--- config.mk ---
export PLATFORM = sky130hd
export DESIGN_NAME = xor_share_arb
export DESIGN_NICKNAME = d
export VERILOG_FILES = /design/src/rtl/xor_share_pkg.sv /design/src/rtl/xor_bit_cell.sv /design/src/rtl/xor_share_arb.sv
export SDC_FILE = /design/constraint.sdc
export NUM_CORES = 1
export LEC_CHECK = 0
export CAP_MARGIN = 25
export CORE_UTILIZATION = 30
export CTS_CLUSTER_SIZE = 24
export DETAILED_ROUTE_END_ITERATION = 6
export PLACE_DENSITY = 0.68
export SLEW_MARGIN = 0
export SYNTH_ARGS = -nofsm -noshare
export SYNTH_HDL_FRONTEND = slang
export SYNTH_SLANG_ARGS = --single-unit
--- constraint.sdc ---
create_clock -name clk -period 1.3 [get_ports clk]
set_clock_uncertainty 0.1 [all_clocks]
set_input_delay 0.26 -clock clk [delete_from_list [all_inputs] [get_ports clk]]
set_output_delay 0.26 -clock clk [all_outputs]
set_load 0.1 [all_outputs]
--- src/rtl/xor_share_pkg.sv ---
// Shared types for the xor_share_arb codebase slice.
package xor_share_pkg;
   typedef enum logic [1:0] {IDLE, RUN, DONE} state_t;
   typedef logic req_id_t;
   // last_id reset value: requester 0 wins the first tie.
   localparam req_id_t ID_RST = 1'b1;
endpackage

--- src/rtl/xor_bit_cell.sv ---
// Shared 1-bit XOR cell, the resource being arbitrated.
// Purely combinational, no latency, no backpressure.
module xor_bit_cell (
   input  logic x,
   input  logic y,
   output logic z
);
   assign z = x ^ y;
endmodule

--- src/rtl/xor_share_arb.sv ---
// Round-robin arbiter streaming one of two operand pairs LSB-first through a shared XOR cell.
// Latency: W cycles from the accept edge to rsp_valid; minimum issue period W+2.
// Backpressure: response held in DONE until rsp_ready; no request accepted while busy.
module xor_share_arb
   import xor_share_pkg::*;
#(
   parameter int W = 8
) (
   input  logic         clk,
   input  logic         rst,
   input  logic         req0_valid,
   output logic         req0_ready,
   input  logic [W-1:0] req0_a,
   input  logic [W-1:0] req0_b,
   input  logic         req1_valid,
   output logic         req1_ready,
   input  logic [W-1:0] req1_a,
   input  logic [W-1:0] req1_b,
   output logic         rsp_valid,
   input  logic         rsp_ready,
   output logic         rsp_id,
   output logic [W-1:0] rsp_data,
   output logic         busy
);
   localparam int CW = (W > 1) ? $clog2(W) : 1;

   state_t        state, state_nxt;
   req_id_t       last_id, id, grant;
   logic [W-1:0]  sa, sb, r;
   logic [CW-1:0] cnt;
   logic          any_vld, accept, bit_z, last_bit;

   xor_bit_cell u_xor_cell (
      .x (sa[0]),
      .y (sb[0]),
      .z (bit_z)
   );

   always_comb begin
      any_vld  = req0_valid | req1_valid;
      // A lone requester wins outright; on a tie the one not served last wins.
      grant    = (req0_valid & req1_valid) ? ~last_id : req1_valid;
      last_bit = (cnt == CW'(W - 1));
      accept   = any_vld & (state == IDLE) & ~rst;
   end

   always_ff @(posedge clk) begin
      if (rst) state <= IDLE;
      else     state <= state_nxt;
   end

   always_comb begin
      state_nxt  = state;
      req0_ready = 1'b0;
      req1_ready = 1'b0;
      rsp_valid  = 1'b0;
      case (state)
         IDLE: begin
            if (any_vld) begin
               req0_ready = ~grant;
               req1_ready = grant;
               state_nxt  = RUN;
            end
         end
         RUN: begin
            if (last_bit) state_nxt = DONE;
         end
         DONE: begin
            rsp_valid = 1'b1;
            if (rsp_ready) state_nxt = IDLE;
         end
         default: state_nxt = IDLE;
      endcase
      // Reset overrides any handshake in the same cycle.
      if (rst) begin
         req0_ready = 1'b0;
         req1_ready = 1'b0;
         rsp_valid  = 1'b0;
      end
   end

   assign rsp_data = rsp_valid ? r : '0;
   assign rsp_id   = rsp_valid ? id : 1'b0;
   assign busy     = (state != IDLE) & ~rst;

   always_ff @(posedge clk) begin
      if (rst) begin
         sa      <= '0;
         sb      <= '0;
         r       <= '0;
         cnt     <= '0;
         id      <= 1'b0;
         last_id <= ID_RST;
      end else if (accept) begin
         sa      <= grant ? req1_a : req0_a;
         sb      <= grant ? req1_b : req0_b;
         cnt     <= '0;
         id      <= grant;
         last_id <= grant;
      end else if (state == RUN) begin
         // Each result bit enters at the MSB, so bit 0 lands in r[0] after W shifts.
         r   <= (r >> 1) | (W'(bit_z) << (W - 1));
         sa  <= sa >> 1;
         sb  <= sb >> 1;
         cnt <= cnt + CW'(1);
      end
   end
endmodule
* Yosys cells after proc, flatten, opt, wreduce, memory -nomap -nowiden
Index checks and enable logic that the tools add are counted.
Storage, ports and cells: flip-flop bits (word level) 31, input bits 37, output and inout bits 13, logic and storage cells 52
Cells by class: $add $sub $neg 1, equal/unequal tests 6, multiplexer cells 21, bitwise logic cells 11, reduce and logical (&&, ||, !) cells 6
Operators by type and width (number):
- 8-bit two-way mux | 7
- 1-bit two-way mux | 10
- 7-bit by 8-bit OR with 8-bit output | 1
- 2-bit two-way mux | 3
- 2-bit inequality test, second input constant | 3
- 2-bit case mux with 3 select lines | 1
- 1-bit bitwise AND | 4
- 1-bit inverter | 4
- 2-bit nonzero test | 2
- 3-bit by 1-bit adder with 3-bit output, second input constant | 1
- 3-bit == test, second input constant | 1
- 3-bit AND reduction | 1
- 2-bit by 1-bit == test with 1-bit output, second input constant | 1
- 2-bit == test, second input constant | 1
- 2-bit zero test | 1
- 2-bit AND reduction | 1
- 2-bit OR reduction | 1
- 1-bit OR | 1
- 1-bit bitwise XOR | 1

* Depth between registers and ports, before layout
word-level depth 6, mapped depth 6

* Cells and area by module
A second synthesis with hierarchy kept.
Second synthesis, totals: cell total of the unflattened synthesis 193, area total of the unflattened synthesis 1540.2 µm²
Modules (own cells, without submodules):
- xor_share_arb | times used 1, cells each 192, area each 1531.5 µm², sequential area each 620.6 µm²
- xor_bit_cell | times used 1, cells each 1, area each 8.8 µm², sequential area each 0.0 µm²

* Worst setup path before layout
Ideal clock, no wire load.
kind register -> output, start point register state[1], end point output port busy, data arrival time 1992 ps, data required time 940 ps, setup slack -1052 ps, stages on the path, launching flop included 4, buffers on the path 1, cells stage by stage dfxtp_1 clkbuf_1 nor2_1 nor2_1
On the way: word-level cells in the longest chain between the ends 2
Ends and longest elaborated chain:
- from (decl) | line xor_share_arb.sv:27 | state_t state, state_nxt;
- from (signal assigned) | line xor_share_arb.sv:49 | else state <= state_nxt;
- 2-bit nonzero test | line xor_share_arb.sv:84 | assign busy = (state != IDLE) & ~rst;
- 1-bit bitwise AND | line xor_share_arb.sv:84
- to (decl) | line xor_share_arb.sv:23 | output logic busy
No other way between the ends.

* Worst setup path after layout
start point register state[1], end point output port req0_ready
On the way: word-level cells in the longest chain between the ends 3
Ends and longest elaborated chain:
- 2-bit zero test | line xor_share_arb.sv:57 | case (state)
- 1-bit two-way mux | line xor_share_arb.sv:57
- 1-bit two-way mux | line xor_share_arb.sv:75 | if (rst) begin
- to (decl) | line xor_share_arb.sv:12 | output logic req0_ready,
No other way between the ends.

==> metrics.md <==
| Metric | Value |
|---|---|
| Max Buffers Root-to-Sink | `2` |
| Initial antenna violation count | `0` |
| Syn Area/Cell | `8.01 sq um` |
| Root Driver | `clkbuf_8` |
| Die width | `73.6 um` |
| Synth unique cells | `26` |
| Worst vdd ir | `503 uV` |
| Fin cells | `336` |
| Max cap viols | `0` |
| Final WS setup | `-0.411 ns` |
| Synth top area cells | `dfxtp_1 (40%), nand2_1 (8.5%), a221oi_1 (8.0%)` |
| Nature of the critical path startpoint | `flop` |
| Final worst path period share | `132%` |
| Die Footprint | `5420 sq um` |
| Slew margin rel. | `74.3%` |
| PD cells | `875 nW/um^2` |
| Synth area leader | `dfxtp_1` |
| Worst hold path type | `flop to flop` |
| Clock transition at path regs | `0.06 ns` |
| ANT nets after route | `0` |
| Final Instance Area | `3140 sq um` |
| # setup viols final | `43` |
| Asr flop ratio synth | `0%` |
| Detailed Route WL | `5.23 mm` |
| Worst-skew pair later-pin latency | `0.28 ns` |
| Cell Area, Placed | `2460 sq um` |
| Initial DRC count | `86` |
| Vias | `1,696` |
| Area delta synth->final | `104%` |
| Reg2Reg Depth | `7` |
| Cell repeated most along the worst path | `buf_12` |
| Crit Path Max Fanout | `3` |
| Most used flip-flop cell after synthesis | `dfxtp_1` |
| GRT overflow | `0` |
| Detailed-route vias per instance | `5.05` |
| FMAX | `0.585 GHz` |
| Gate Count Post-Synth | `192` |
| Cell at the slowest stage of the critical path | `dfxtp_4` |
| Chip height | `73.6 um` |
| Reg2reg start | `state[0]$_SDFFE_PP0P_` |
| Lkg Pwr | `1.17 nW` |
| Diodes inserted | `0` |
| Total Routing Usage GR | `18.8%` |
| Synth top area share | `40.4%` |
| FP Rows | `25` |
| Mapped Nets | `231` |
| TritonRoute pass-1 iters | `4` |
| Finished Core Util | `65.2%` |
| Reg2Reg Setup Slack | `-0.35 ns` |
| Gpl congestion | `0.785` |
| Crit path from | `state[1]$_SDFFE_PP0P_` |
| Actual transition at the worst max-transition pin | `0.385 ns` |
| CP Data Required Time | `0.94 ns` |
| Min Tclk post-route | `1.71 ns` |
| RSZ-0062 raised after global routing | `yes` |
| R2R Path End | `sb[7]$_SDFFE_PP0P_` |
| Port bufs | `49` |
| Synth Warn # | `0` |
| Critical path cell sequence | `nor3_4 -> and3_4 -> buf_12 -> buf_12` |
| Max-slew violations | `0` |
| Number of H-tree levels | `2` |
| Failing checks | `setup timing` |
| Worst setup EP type | `output pin` |
| Clk sink count | `31` |
| Status | `finished, violations left` |
| Largest net degree at the start of global routing | `28` |
| Sequential area share after synthesis | `40.4%` |
| Dpl cells | `312` |
| Critical path class | `flop to output pin` |
| Filler cell count in the final layout | `390` |
| Residual DRC | `0` |
| Max stage delay on crit path | `0.36 ns` |
| CP Capture Point | `req0_ready` |
| FF+latch count, synth | `31` |
| WP data arrival | `1.35 ns` |
| Post-detail-place hpwl | `2.94 mm` |
| Routed length per instance | `15.6 um` |
| Initial Utilization | `31.9%` |
| Fraction of layout cells with a size suffix above 1 | `51.3%` |
| Core footprint | `4820 sq um` |
| Num CTS Buffers | `5` |
| Synthesized cell area | `1540 sq um` |
| First-pass GRT wire length | `7.68 mm` |
| Ports | `50` |
| Hold Fails Final Rpt | `0` |
| TritonCTS clock tree | `done` |
| Nets | `307` |
| EDFF count, synth | `0` |
| Number of global-route vias before repair | `1,654` |
-- synthesized netlist by cell type (2+ instances only) --
master and n:
a222oi_1 2, and3_1 11, a211oi_1 15, xnor2_1 2, dfxtp_1 31, buf_2 2
a221oi_1 14, clkbuf_1 8, nand2b_1 16, ha_1 2, buf_4 4, nand2_1 35
nor2_1 26, or2_2 2, buf_6 2, a21oi_1 10
-- state kept, by name (all words and copies together) (netlist names) --
register  cells
sb            8
last_id       1
sa            8
r             8
state         2
id            1
cnt           3
-- cell families after synthesis --
kind of cell	Yosys count	synth area share [%]
buf+inv	18	6.59
compound gates	43	20.8
flops	31	40.4
xor+xnor	2	1.14
fa+ha+maj	2	1.63
simple gates	96	29.5
-- layer usage --
| layer | share of wire (%) | vias up | GRT usage, % |
|---|---|---|---|
| met2 | 53 | 50 | 34.5 |
| met1 | 40 | 807 | 22.0 |
| met3 | 4.2 | 12 | 4.12 |
| li1 | - | 827 | - |
| met5 | 0 | - | 0 |
| met4 | 2.4 | 0 | 4.70 |
-- worst max-delay path, delay by kind of cell, from the launching register on --
family	cells	cell delay, ns
buf+inv	2	0.27
flops	1	0.36
simple gates	2	0.43
-- layout make-up --
cell class / instances / area (sq um) / share of cell area (%)
multi-input combinational: 144 / 1260 / 40.0
timing repair buffer: 85 / 1050 / 33.4
sequential: 31 / 629 / 20.0
tap: 67 / 83.8 / 2.67
clock buffer: 6 / 82.6 / 2.63
clock inverter: 2 / 35.0 / 1.12
inverter: 1 / 3.75 / 0.120
-- cell usage in the layout, fill, tap and decap left out, drive strengths merged --
| cell | n |
|---|---|
| dfxtp | 31 |
| clkinv | 1 |
| xnor2 | 2 |
| nor3b | 1 |
| a21oi | 10 |
| clkdlybuf4s50 | 33 |
| or2 | 2 |
| nand2 | 35 |
| bufinv | 1 |
| and2b | 2 |
| and3 | 11 |
| nand2b | 16 |
| o21bai | 1 |
| dlygate4sd2 | 3 |
| a21o | 1 |
| clkbuf | 7 |
| a221oi | 14 |
| ha | 2 |
| a222oi | 2 |
| and2 | 1 |
| inv | 1 |
| nor2 | 27 |
| buf | 47 |
| bufbuf | 1 |
| nor3 | 2 |
| a211oi | 15 |
-- through the flow --
stage          setup TNS [ns]  hold WS [ns]  total power, mW  setup WS [ns]
2_1_floorplan           -2.02         0.301             1.35         -0.110
3_3_place_gp           -19.53         0.345             1.54         -0.608
3_5_place_dp           -19.32         0.356             1.55         -0.597
4_1_cts                 -8.35         0.365             2.65         -0.410
5_1_grt                -11.80         0.396             2.84         -0.436
6_report                -9.78         0.358             2.75         -0.411
-- repair_timing --
item                       CTS  global route
setup buffers                9             4
setup endpoints to repair   43            43
pin swaps                   17             9
cloned                       4             1
hold buffers                 0             0
resized for setup           50            48
-- report_power, final --
group | switching [mW] | total [mW] | internal, mW
clock | 0.369 | 0.989 | 0.620
sequential | 0.0619 | 1.07 | 1.01
combinational | 0.308 | 0.687 | 0.379
-- how the worst min path moves through the flow --
stage                              from                   to  slack [ns]  depth (start not counted)
global route        cnt[2]$_SDFFE_PP0N_  cnt[2]$_SDFFE_PP0N_        0.40                          2
finish                r[0]$_SDFFE_PP0P_    r[0]$_SDFFE_PP0P_        0.36                          2
CTS                   r[0]$_SDFFE_PP0P_    r[0]$_SDFFE_PP0P_        0.37                          2
global placement      r[0]$_SDFFE_PP0P_    r[0]$_SDFFE_PP0P_        0.35                          2
floorplan                     req0_a[0]   sa[0]$_SDFFE_PP0P_        0.30                          2
detailed placement    r[0]$_SDFFE_PP0P_    r[0]$_SDFFE_PP0P_        0.36                          2
Note: power is estimated with default switching activity, not from simulation.
